==> src/rtl/lsu_mem_if.sv <==
// Word-wide req/gnt/rvalid data-memory port between the load/store unit (master)
// and data memory (slave).
interface lsu_mem_if #(
    parameter int DATA_WIDTH = 32
);
    logic                  mem_req;
    logic                  mem_we;
    logic [DATA_WIDTH-1:0] mem_addr;
    logic [3:0]            mem_be;
    logic [DATA_WIDTH-1:0] mem_wdata;
    logic                  mem_gnt;
    logic                  mem_rvalid;
    logic [DATA_WIDTH-1:0] mem_rdata;

    modport master (
        output mem_req, mem_we, mem_addr, mem_be, mem_wdata,
        input  mem_gnt, mem_rvalid, mem_rdata
    );

    modport slave (
        input  mem_req, mem_we, mem_addr, mem_be, mem_wdata,
        output mem_gnt, mem_rvalid, mem_rdata
    );
endinterface

==> src/rtl/lsu_unit.sv <==
// Load/store unit: IDLE/REQ/WAIT/DONE FSM driving a word-wide memory port, with
// aligned and extended load writeback. Optional bus timeout under `LSU_TIMEOUT_EN.
module lsu_unit #(
    parameter int DATA_WIDTH     = 32,
    parameter int TIMEOUT_CYCLES = 16
) (
    input  logic                  clk,
    input  logic                  reset,
    input  logic                  ex_valid,
    output logic                  ex_ready,
    input  logic                  MemRead,
    input  logic                  MemWrite,
    input  logic [2:0]            Funct3,
    input  logic [DATA_WIDTH-1:0] ALUResult,
    input  logic [DATA_WIDTH-1:0] WrData,
    input  logic [4:0]            rd_in,
    lsu_mem_if.master             mem,
    output logic                  wb_valid,
    output logic                  wb_we,
    output logic [4:0]            wb_rd,
    output logic [DATA_WIDTH-1:0] wb_data,
    output logic                  misalign_err,
    output logic                  bus_err
);
    typedef enum logic [1:0] {S_IDLE, S_REQ, S_WAIT, S_DONE} state_e;
    typedef enum logic [1:0] {SZ_B, SZ_H, SZ_W} size_e;

    state_e                state_q;
    size_e                 size_d, size_q;
    logic                  is_load_q, uns_q;
    logic [1:0]            lo_q;
    logic                  misalign_d;
    logic [3:0]            be_d;
    logic [DATA_WIDTH-1:0] wdata_d, rd_shift_d, load_data_d;

    logic                  ex_ready_q, mem_req_q, mem_we_q;
    logic [DATA_WIDTH-1:0] mem_addr_q, mem_wdata_q, wb_data_q;
    logic [3:0]            mem_be_q;
    logic                  wb_valid_q, wb_we_q, misalign_q, bus_err_q;
    logic [4:0]            wb_rd_q;

    // Loads treat 011/11x as W; stores treat anything above 010 as W.
    always_comb begin
        size_d = SZ_W;
        case (Funct3)
            3'b000:  size_d = SZ_B;
            3'b001:  size_d = SZ_H;
            3'b100:  if (MemRead) size_d = SZ_B;
            3'b101:  if (MemRead) size_d = SZ_H;
            default: size_d = SZ_W;
        endcase
    end

    assign misalign_d = ((size_d == SZ_H) && ALUResult[0]) ||
                        ((size_d == SZ_W) && (ALUResult[1:0] != 2'b00));

    always_comb begin
        be_d    = 4'b0000;
        wdata_d = WrData;
        case (size_d)
            SZ_B: begin
                be_d    = 4'b0001 << ALUResult[1:0];
                wdata_d = {4{WrData[7:0]}};
            end
            SZ_H: begin
                be_d    = 4'b0011 << ALUResult[1:0];
                wdata_d = {2{WrData[15:0]}};
            end
            default: be_d = 4'b1111;
        endcase
        // Byte enables only mean something for writes.
        if (MemRead) be_d = 4'b0000;
    end

    assign rd_shift_d = mem.mem_rdata >> {lo_q, 3'b000};

    always_comb begin
        load_data_d = rd_shift_d;
        case (size_q)
            SZ_B:    load_data_d = {{(DATA_WIDTH-8){rd_shift_d[7] & ~uns_q}}, rd_shift_d[7:0]};
            SZ_H:    load_data_d = {{(DATA_WIDTH-16){rd_shift_d[15] & ~uns_q}}, rd_shift_d[15:0]};
            default: load_data_d = rd_shift_d;
        endcase
    end

`ifdef LSU_TIMEOUT_EN
    localparam int CNT_W = $clog2(TIMEOUT_CYCLES) + 1;
    logic [CNT_W-1:0] tmo_cnt_q;
    logic             tmo_hit;
    assign tmo_hit = (tmo_cnt_q == CNT_W'(TIMEOUT_CYCLES - 1));
`else
    logic unused_tmo;
    assign unused_tmo = (TIMEOUT_CYCLES != 0);
`endif

    always_ff @(posedge clk or negedge reset) begin
        if (!reset) begin
            state_q     <= S_IDLE;
            size_q      <= SZ_B;
            is_load_q   <= 1'b0;
            uns_q       <= 1'b0;
            lo_q        <= 2'b00;
            ex_ready_q  <= 1'b1;
            mem_req_q   <= 1'b0;
            mem_we_q    <= 1'b0;
            mem_addr_q  <= '0;
            mem_be_q    <= 4'b0000;
            mem_wdata_q <= '0;
            wb_valid_q  <= 1'b0;
            wb_we_q     <= 1'b0;
            wb_rd_q     <= 5'd0;
            wb_data_q   <= '0;
            misalign_q  <= 1'b0;
            bus_err_q   <= 1'b0;
`ifdef LSU_TIMEOUT_EN
            tmo_cnt_q   <= '0;
`endif
        end else begin
            // NOTE: wb_valid defaults low every cycle so DONE yields a one-cycle pulse.
            wb_valid_q <= 1'b0;
            case (state_q)
                S_IDLE: begin
                    if (ex_valid && (MemRead || MemWrite)) begin
                        ex_ready_q  <= 1'b0;
                        is_load_q   <= MemRead;
                        size_q      <= size_d;
                        uns_q       <= Funct3[2];
                        lo_q        <= ALUResult[1:0];
                        wb_rd_q     <= rd_in;
                        mem_addr_q  <= {ALUResult[DATA_WIDTH-1:2], 2'b00};
                        mem_be_q    <= be_d;
                        mem_wdata_q <= wdata_d;
                        mem_we_q    <= ~MemRead;
                        wb_we_q     <= 1'b0;
                        wb_data_q   <= '0;
                        bus_err_q   <= 1'b0;
                        if (misalign_d) begin
                            state_q    <= S_DONE;
                            wb_valid_q <= 1'b1;
                            misalign_q <= 1'b1;
                        end else begin
                            state_q   <= S_REQ;
                            mem_req_q <= 1'b1;
`ifdef LSU_TIMEOUT_EN
                            tmo_cnt_q <= '0;
`endif
                        end
                    end
                end
                S_REQ: begin
                    if (mem.mem_gnt) begin
                        mem_req_q <= 1'b0;
                        if (is_load_q) begin
                            state_q <= S_WAIT;
                        end else begin
                            state_q    <= S_DONE;
                            wb_valid_q <= 1'b1;
                        end
`ifdef LSU_TIMEOUT_EN
                    end else if (tmo_hit) begin
                        state_q    <= S_DONE;
                        mem_req_q  <= 1'b0;
                        wb_valid_q <= 1'b1;
                        bus_err_q  <= 1'b1;
                    end
                    tmo_cnt_q <= tmo_cnt_q + 1'b1;
`else
                    end
`endif
                end
                S_WAIT: begin
                    if (mem.mem_rvalid) begin
                        state_q    <= S_DONE;
                        wb_valid_q <= 1'b1;
                        wb_we_q    <= 1'b1;
                        wb_data_q  <= load_data_d;
`ifdef LSU_TIMEOUT_EN
                    end else if (tmo_hit) begin
                        state_q    <= S_DONE;
                        wb_valid_q <= 1'b1;
                        bus_err_q  <= 1'b1;
                    end
                    tmo_cnt_q <= tmo_cnt_q + 1'b1;
`else
                    end
`endif
                end
                default: begin
                    state_q    <= S_IDLE;
                    ex_ready_q <= 1'b1;
                    wb_we_q    <= 1'b0;
                    wb_data_q  <= '0;
                    misalign_q <= 1'b0;
                    bus_err_q  <= 1'b0;
                end
            endcase
        end
    end

    assign ex_ready      = ex_ready_q;
    assign mem.mem_req   = mem_req_q;
    assign mem.mem_we    = mem_we_q;
    assign mem.mem_addr  = mem_addr_q;
    assign mem.mem_be    = mem_be_q;
    assign mem.mem_wdata = mem_wdata_q;
    assign wb_valid      = wb_valid_q;
    assign wb_we         = wb_we_q;
    assign wb_rd         = wb_rd_q;
    assign wb_data       = wb_data_q;
    assign misalign_err  = misalign_q;
    assign bus_err       = bus_err_q;
endmodule

==> src/flat_wrapper.sv <==
// flat-port wrapper written by rule: the top's interface ports become plain ports
module lsu_unit_flat 
#(
    parameter int DATA_WIDTH     = 32,
    parameter int TIMEOUT_CYCLES = 16
)
  (clk, reset, ex_valid, ex_ready, MemRead, MemWrite, Funct3, ALUResult, WrData, rd_in, wb_valid, wb_we, wb_rd, wb_data, misalign_err, bus_err, mem_mem_req, mem_mem_we, mem_mem_addr, mem_mem_be, mem_mem_wdata, mem_mem_gnt, mem_mem_rvalid, mem_mem_rdata);
  lsu_mem_if #(.DATA_WIDTH(DATA_WIDTH)) mem_i ();
  input  logic clk;
  input  logic reset;
  input  logic ex_valid;
  output logic ex_ready;
  input  logic MemRead;
  input  logic MemWrite;
  input  logic [2:0] Funct3;
  input  logic [DATA_WIDTH-1:0] ALUResult;
  input  logic [DATA_WIDTH-1:0] WrData;
  input  logic [4:0] rd_in;
  output logic wb_valid;
  output logic wb_we;
  output logic [4:0] wb_rd;
  output logic [DATA_WIDTH-1:0] wb_data;
  output logic misalign_err;
  output logic bus_err;
  output wire logic [$bits(mem_i.mem_req)-1:0] mem_mem_req;
  output wire logic [$bits(mem_i.mem_we)-1:0] mem_mem_we;
  output wire logic [$bits(mem_i.mem_addr)-1:0] mem_mem_addr;
  output wire logic [$bits(mem_i.mem_be)-1:0] mem_mem_be;
  output wire logic [$bits(mem_i.mem_wdata)-1:0] mem_mem_wdata;
  input wire logic [$bits(mem_i.mem_gnt)-1:0] mem_mem_gnt;
  input wire logic [$bits(mem_i.mem_rvalid)-1:0] mem_mem_rvalid;
  input wire logic [$bits(mem_i.mem_rdata)-1:0] mem_mem_rdata;
  assign mem_mem_req = mem_i.mem_req;
  assign mem_mem_we = mem_i.mem_we;
  assign mem_mem_addr = mem_i.mem_addr;
  assign mem_mem_be = mem_i.mem_be;
  assign mem_mem_wdata = mem_i.mem_wdata;
  assign mem_i.mem_gnt = mem_mem_gnt;
  assign mem_i.mem_rvalid = mem_mem_rvalid;
  assign mem_i.mem_rdata = mem_mem_rdata;
  lsu_unit #(.DATA_WIDTH(DATA_WIDTH), .TIMEOUT_CYCLES(TIMEOUT_CYCLES)) u_core (.clk(clk), .reset(reset), .ex_valid(ex_valid), .ex_ready(ex_ready), .MemRead(MemRead), .MemWrite(MemWrite), .Funct3(Funct3), .ALUResult(ALUResult), .WrData(WrData), .rd_in(rd_in), .mem(mem_i), .wb_valid(wb_valid), .wb_we(wb_we), .wb_rd(wb_rd), .wb_data(wb_data), .misalign_err(misalign_err), .bus_err(bus_err));
endmodule
==> config.mk <==
export PLATFORM = sky130hd
export DESIGN_NAME = lsu_unit_flat
export DESIGN_NICKNAME = d
export VERILOG_FILES = /design/src/rtl/lsu_mem_if.sv /design/src/rtl/lsu_unit.sv /design/src/flat_wrapper.sv
export SDC_FILE = /design/constraint.sdc
export NUM_CORES = 1
export LEC_CHECK = 0
export ABC_AREA = 1
export CORE_ASPECT_RATIO = 0.6
export CORE_MARGIN = 5
export CORE_UTILIZATION = 44
export CTS_CLUSTER_SIZE = 16
export DETAILED_ROUTE_END_ITERATION = 10
export PLACE_DENSITY = 0.82
export SLEW_MARGIN = 10
export SYNTH_ARGS = -nofsm -noshare
export SYNTH_HDL_FRONTEND = slang
export SYNTH_SLANG_ARGS = --single-unit
==> constraint.sdc <==
create_clock -name clk -period 2 [get_ports clk]
set_clock_uncertainty 0.15 [all_clocks]
set_input_delay 0.5 -clock clk [delete_from_list [all_inputs] [get_ports clk]]
set_output_delay 0.5 -clock clk [all_outputs]
set_load 0.02 [all_outputs]
== Word level (Yosys, flattened, before mapping) ==
Index checks and enable logic that the tools add are counted.
Word-level totals
  input port bits: 111
  output and inout port bits: 112
  logic and storage cells: 91
  flip-flop bits (word level): 118
Cells by class
  equal/unequal tests: 13
  reduce and logical (&&, ||, !) cells: 18
  bitwise logic cells: 6
  multiplexer cells: 34
  shifts and indexed selects: 3
Operator list (count)
  $pmux 32 s2: 2
  $pmux 32 s3: 1
  $mux 32: 2
  $shr 32x5->32: 1
  $mux 1: 13
  $mux 2: 6
  $reduce_and 3->1: 3
  $pmux 1 s2: 4
  $pmux 2 s4: 1
  $pmux 4 s2: 1
  $eq 2x1->1 const B: 3
  $eq 3x3->1 const B: 2
  $logic_not 2->1: 3
  $ne 2x2->1 const B: 3
  $pmux 1 s3: 2
  $pmux 2 s3: 1
  $eq 2x2->1 const B: 2
  $mux 4: 1
  $ne 2x1->1 const B: 2
  $not 1->1: 4
  $reduce_and 2->1: 2
  $reduce_and 4->1: 1
  $reduce_bool 2->1: 2
  $shl 1x2->4 const A: 1
  7 further kinds: 11

== Logic depth before layout (Yosys ltp) ==
Gate-level depths: netlist of the first run.
  depth in word-level cells: 8
  gate-level depth with buffers: 9
  gate-level depth less buffers: 9

== Worst setup path after synthesis of the first run ==
OpenSTA, ideal clock, no wires.
  kind: register -> register
  start point: register u_core.state_q[0]
  end point: register u_core.wb_data_q[7] (netlist: u_core.wb_data[7])
  clock period less this slack: 1.621 ns
  stages on the path, launching flop included: 9
  path buffers: 1
  slack: 0.379 ns
  arrival: 1.388 ns
  path through: dfrtp_1 -> inv_1 -> ha_1 -> inv_1 -> or2_2 -> nand3_1 -> buf_2 -> nand2_1 -> o21ai_0
On the way
  cells in the longest elaborated chain, start to end: 3
  elaborated cells between the ends (all ways): 8
  those cells by class: eq/ne: 4; mux: 1; bitwise: 1; reduce/logical: 2
RTL lines
  start, declared: line lsu_unit.sv:28  | state_e state_q;
  start signal, assigned: line lsu_unit.sv:98  | state_q <= S_IDLE;
  start signal, assigned: line lsu_unit.sv:138  | state_q <= S_DONE;
  start signal, assigned: line lsu_unit.sv:142  | state_q <= S_REQ;
  $eq 2x2->1, or another cell as far along: line lsu_unit.sv:121  | case (state_q)
  $ne 2x2->1 (no line), or another cell as far along
  $reduce_and 3->1 (no line)
  end signal, assigned: line lsu_unit.sv:176  | wb_data_q <= load_data_d;
  end, declared: line lsu_unit.sv:37  | logic [DATA_WIDTH-1:0] mem_addr_q, mem_wdata_q, wb_data_q;
Several ways; a longest one is shown, not always the timed one.
A chain may end at the register's enable or synchronous reset.

== Final worst setup path of the first run ==
  start point: register u_core.ex_ready_q (netlist: u_core.ex_ready)
  end point: output port ex_ready
RTL lines
  start, declared: line lsu_unit.sv:36  | logic ex_ready_q, mem_req_q, mem_we_q;
  start signal, assigned: line lsu_unit.sv:103  | ex_ready_q <= 1'b1;
  start signal, assigned: line lsu_unit.sv:124  | ex_ready_q <= 1'b0;
  start signal, assigned: line lsu_unit.sv:190  | ex_ready_q <= 1'b1;
  end, declared: line flat_wrapper.sv:12  | output logic ex_ready;
No word-level cell between the ends.

==> results by group, run 1 <==
Yosys
  • Xor-xnor portion of the synthesized cell area: 0
  • Yosys warning total: 0
  • Most frequent cells after synthesis: nand2_1 (415), dfrtp_1 (116), nor2_1 (40), inv_1 (33)
  • Dominant register cell in the synthesized netlist: dfrtp_1
  • Synth Area in Simple Gates: 0.3399
  • Async set-reset flop share out of synthesis: 1.000
  • Top post-synthesis cells by area: dfrtp_1 (51%), nand2_1 (27%), buf_2 (2.6%), nor2_1 (2.6%), o21ai_0 (2.6%)
  • Compound-gate portion of the synthesized area: 0.07806
  • Most used standard cell by instance count after synthesis: nand2_1
  • Part of the Yosys area used for sequential elements: 0.5105
  • Number of flops mapped to enable cells by yosys: 0
  • Post-Syn Area: 0.005738 sq mm
  • Combinational family with the most area after synthesis: simple AND/OR/NAND/NOR gates
  • Adder-cell share of the synthesized area: 0.008722
  • Number of instances in the synthesized netlist: 769
  • Multiplexer share of the synthesized area: 0
  • Library cell occupying the most area in the post-synthesis netlist: dfrtp_1
  • Share of the synthesized area in the top cell type: 0.5059
  • Number of flip-flops and latches in the synthesized netlist: 117
  • Per-instance average area after synthesis: 7.462 sq um
  • Count of unique library cells instantiated by Yosys: 29

Min path
  • Worst min path class: reg2reg
  • Worst hold endpoint: u_core.mem.mem_addr[9]$_DFFE_PN0P_
  • HP Start: u_core.mem.mem_addr[9]$_DFFE_PN0P_
  • Number of cells traversed by the worst hold path: 2

Routing
  • Final wirelength: 18,270 microns
  • Residual DRC count: 0
  • Routed wirelength normalized by instance count: 15.29 microns
  • Average vias per placed instance: 4.906
  • 1st-pass router iterations: 6
  • Total via count in the routed design: 5,863
  • Detail Route Antenna Nets: 0
  • 1st-iter DRT viols: 426

Global route
  • Global-route wire length before repair: 28,990 microns
  • Maximum number of pins on one net before global-route repair: 91
  • GR Util All Layers: 0.2362
  • Number of antenna violations at the first check in global routing: 0
  • Vias in the first global route: 5,620
  • Total overflow reported by the global router: 0

Critical path
  • Register-to-Register Path Depth: 8
  • Setup crit start: u_core.ex_ready$_DFFE_PN1P_
  • Critical Path Start Type: register
  • Critical path class: reg2out
  • Slowest cell on crit path: dfstp_2
  • Worst path cell trace: dlygate4sd2_1
  • Endpoint of the worst-slack reg-to-reg timing path: u_core.mem.mem_addr[15]$_DFFE_PN0P_
  • Flop2flop setup slack: 0.15 ns
  • Kind of cell with the highest combined delay on the critical path: flip-flops
  • Arrival time of data at the critical path endpoint: 1.25 ns
  • Slowest Stage Delay on Critical Path: 0.53 ns
  • Worst setup EP type: primary output
  • Data required time of the worst path: 1.35 ns
  • Worst-path maximum fanout: 2
  • Number of buffers and inverters on the critical path: 1
  • R2R Path Start: u_core.state_q[1]$_DFFE_PN0P_

Pwr
  • Largest vdd supply drop: 0.7427 mV
  • Leakage power of the design: 0.004898 uW
  • Pwr Density: 1547 mW/mm^2
  • Total design power: 13,670 uW

Timing
  • Max-slew violation count: 0
  • Number of endpoints failing setup at the final stage: 0
  • Final worst path period share: 0.9497
  • RSZ-0062 raised after global routing: no
  • Setup slack after layout: 0.1005 ns
  • Final Critical Period: 1.899 ns
  • Max-Slew Margin vs Limit: 0.6521
  • Slew @ Worst Pin: 0.5219 ns
  • Endpoints failing hold: 0
  • Fmax: 526.5 MHz

Clock network
  • TritonCTS clock tree: built
  • Root buf cell: clkbuf_16
  • Clock-pin slew on the worst setup and hold paths: 0.06 ns
  • CTS H-tree depth: 4
  • Clk_lat worst skew: 0.40 ns
  • Clk sink count: 117
  • Number of buffers added by the clock tree synthesis step: 17
  • Maximum buffer depth of the clock tree: 2

Cells and area
  • Total Nets Final: 1,127
  • Antenna cells: 0
  • Synth-to-layout area growth: 54.03%
  • Fraction of final layout cells sized beyond drive strength 1: 0.09366
  • End-of-flow core utilization: 0.6898

Floorplan
  • I/O Pins: 223
  • Starting density of the core: 0.4479
  • Vert. Die Dim: 98.46 microns
  • Site row count: 32
  • Die W: 157.4 microns
  • Floorplan die area: 0.01550 sq mm
  • Floorplan Core Area: 0.01281 sq mm

Flow run
  • Maxcap violations: 0

Run status
  • Status: finished clean

Place
  • Worst setup slack after placement: -0.1676 ns
  • Buffers added on ports: 219
  • Half-perimeter wire length after placement: 13,730 microns
  • RD Place Congestion: 0.8891
## metal layers
layer | up-vias | GRT usage | share of wire
met1 | 2686 | 0.3436 | 0.45
met4 | 0 | 0.06411 | 0.018
met5 | - | 0 | 0
met3 | 32 | 0.08161 | 0.11
li1 | 2876 | - | -
met2 | 269 | 0.3368 | 0.42
## worst max path at each step
stage,endpoint,cells after the start,slack [ns]
2_1_floorplan,u_core.wb_data[7]$_DFFE_PN0P_,8,0.38
3_3_place_gp,u_core.wb_rd[1]$_DFFE_PN0P_,8,-0.12
3_5_place_dp,u_core.mem.mem_addr[25]$_DFFE_PN0P_,8,-0.17
4_1_cts,wb_valid,1,0.02
5_1_grt,u_core.mem.mem_addr[10]$_DFFE_PN0P_,8,0.01
6_report,ex_ready,1,0.10
## area by class of cell
| type | count | area, sq um |
|---|---|---|
| Clock buffer | 19 | 452.9 |
| Clock inverter | 13 | 147.6 |
| Fill cell | 1081 | 3974 |
| Inverter | 37 | 138.9 |
| Multi-Input combinational cell | 576 | 2467 |
| Sequential cell | 117 | 2929 |
| Tap cell | 170 | 212.7 |
| Timing Repair Buffer | 263 | 2490 |
## repair_timing
action                                  CTS  global route
endpoints found under the setup margin  108             1
hold endpoints to repair                 26             0
hold buffers                              1             0
setup buffers                             0             0
gates resized for setup                 108             1
## registers in the layout, summed over array words and instances, names as in the netlist, 2 cells and up
name	count
u_core.wb_data	32
u_core.wb_rd	5
u_core.mem.mem_wdata	32
u_core.lo_q	2
u_core.state_q	2
u_core.mem.mem_addr	30
u_core.size_q	2
u_core.mem.mem_be	4
## layout by cell type, fill, tap and decap left out, drive strengths merged
master / synthesis / layout
ha: 4 / 4
nand3: 25 / 25
clkbuf: 5 / 19
clkdlybuf4s50: 0 / 109
conb: 1 / 3
o21bai: 1 / 1
dfstp: 1 / 1
dfrtp: 116 / 116
clkinv: 0 / 4
nand3b: 1 / 1
or2: 2 / 2
inv: 37 / 40
nand4: 1 / 1
dlygate4sd3: 0 / 1
bufinv: 0 / 2
buf: 36 / 44
dlymetal6s2s: 0 / 1
nor2: 44 / 44
dlygate4sd2: 0 / 108
nand2: 417 / 417
a21oi: 20 / 20
o2bb2ai: 7 / 7
o21ai: 43 / 43
clkinvlp: 0 / 4
o211ai: 8 / 8
## logic make-up after synthesis
kind of cell | count (synthesis)
AO/OA/AOI/OAI | 79
adder cells (fa/ha/maj) | 4
buffers and inverters | 78
flip-flops | 117
other | 1
AND/OR/NAND/NOR | 490
## power by group
group	internal [uW]	total (uW)	switching [uW]
Combinational	2470	6610	4140
Sequential	3410	4010	593
Clock	1910	3050	1140
## metrics by stage
step / hold slack, ns / setup TNS [ns] / instances / cell area (sq um)
2_1_floorplan: 0.05441 / 0 / 771 / 5746
3_3_place_gp: 0.3042 / -5.740 / 1162 / 8361
3_5_place_dp: 0.3092 / -9.190 / 1162 / 8361
4_1_cts: 0.3188 / 0 / 1195 / 8836
5_1_grt: 0.3266 / 0 / 1195 / 8838
6_report: 0.3156 / 0 / 1195 / 8838
(Power assumes the default switching activity.)
==> run 2, diff against run 1 <==
- SKIP_LAST_GASP: unset -> 1
==> results of run 2 <==
Final layout, timing and power as in run 1 (identical DEF).
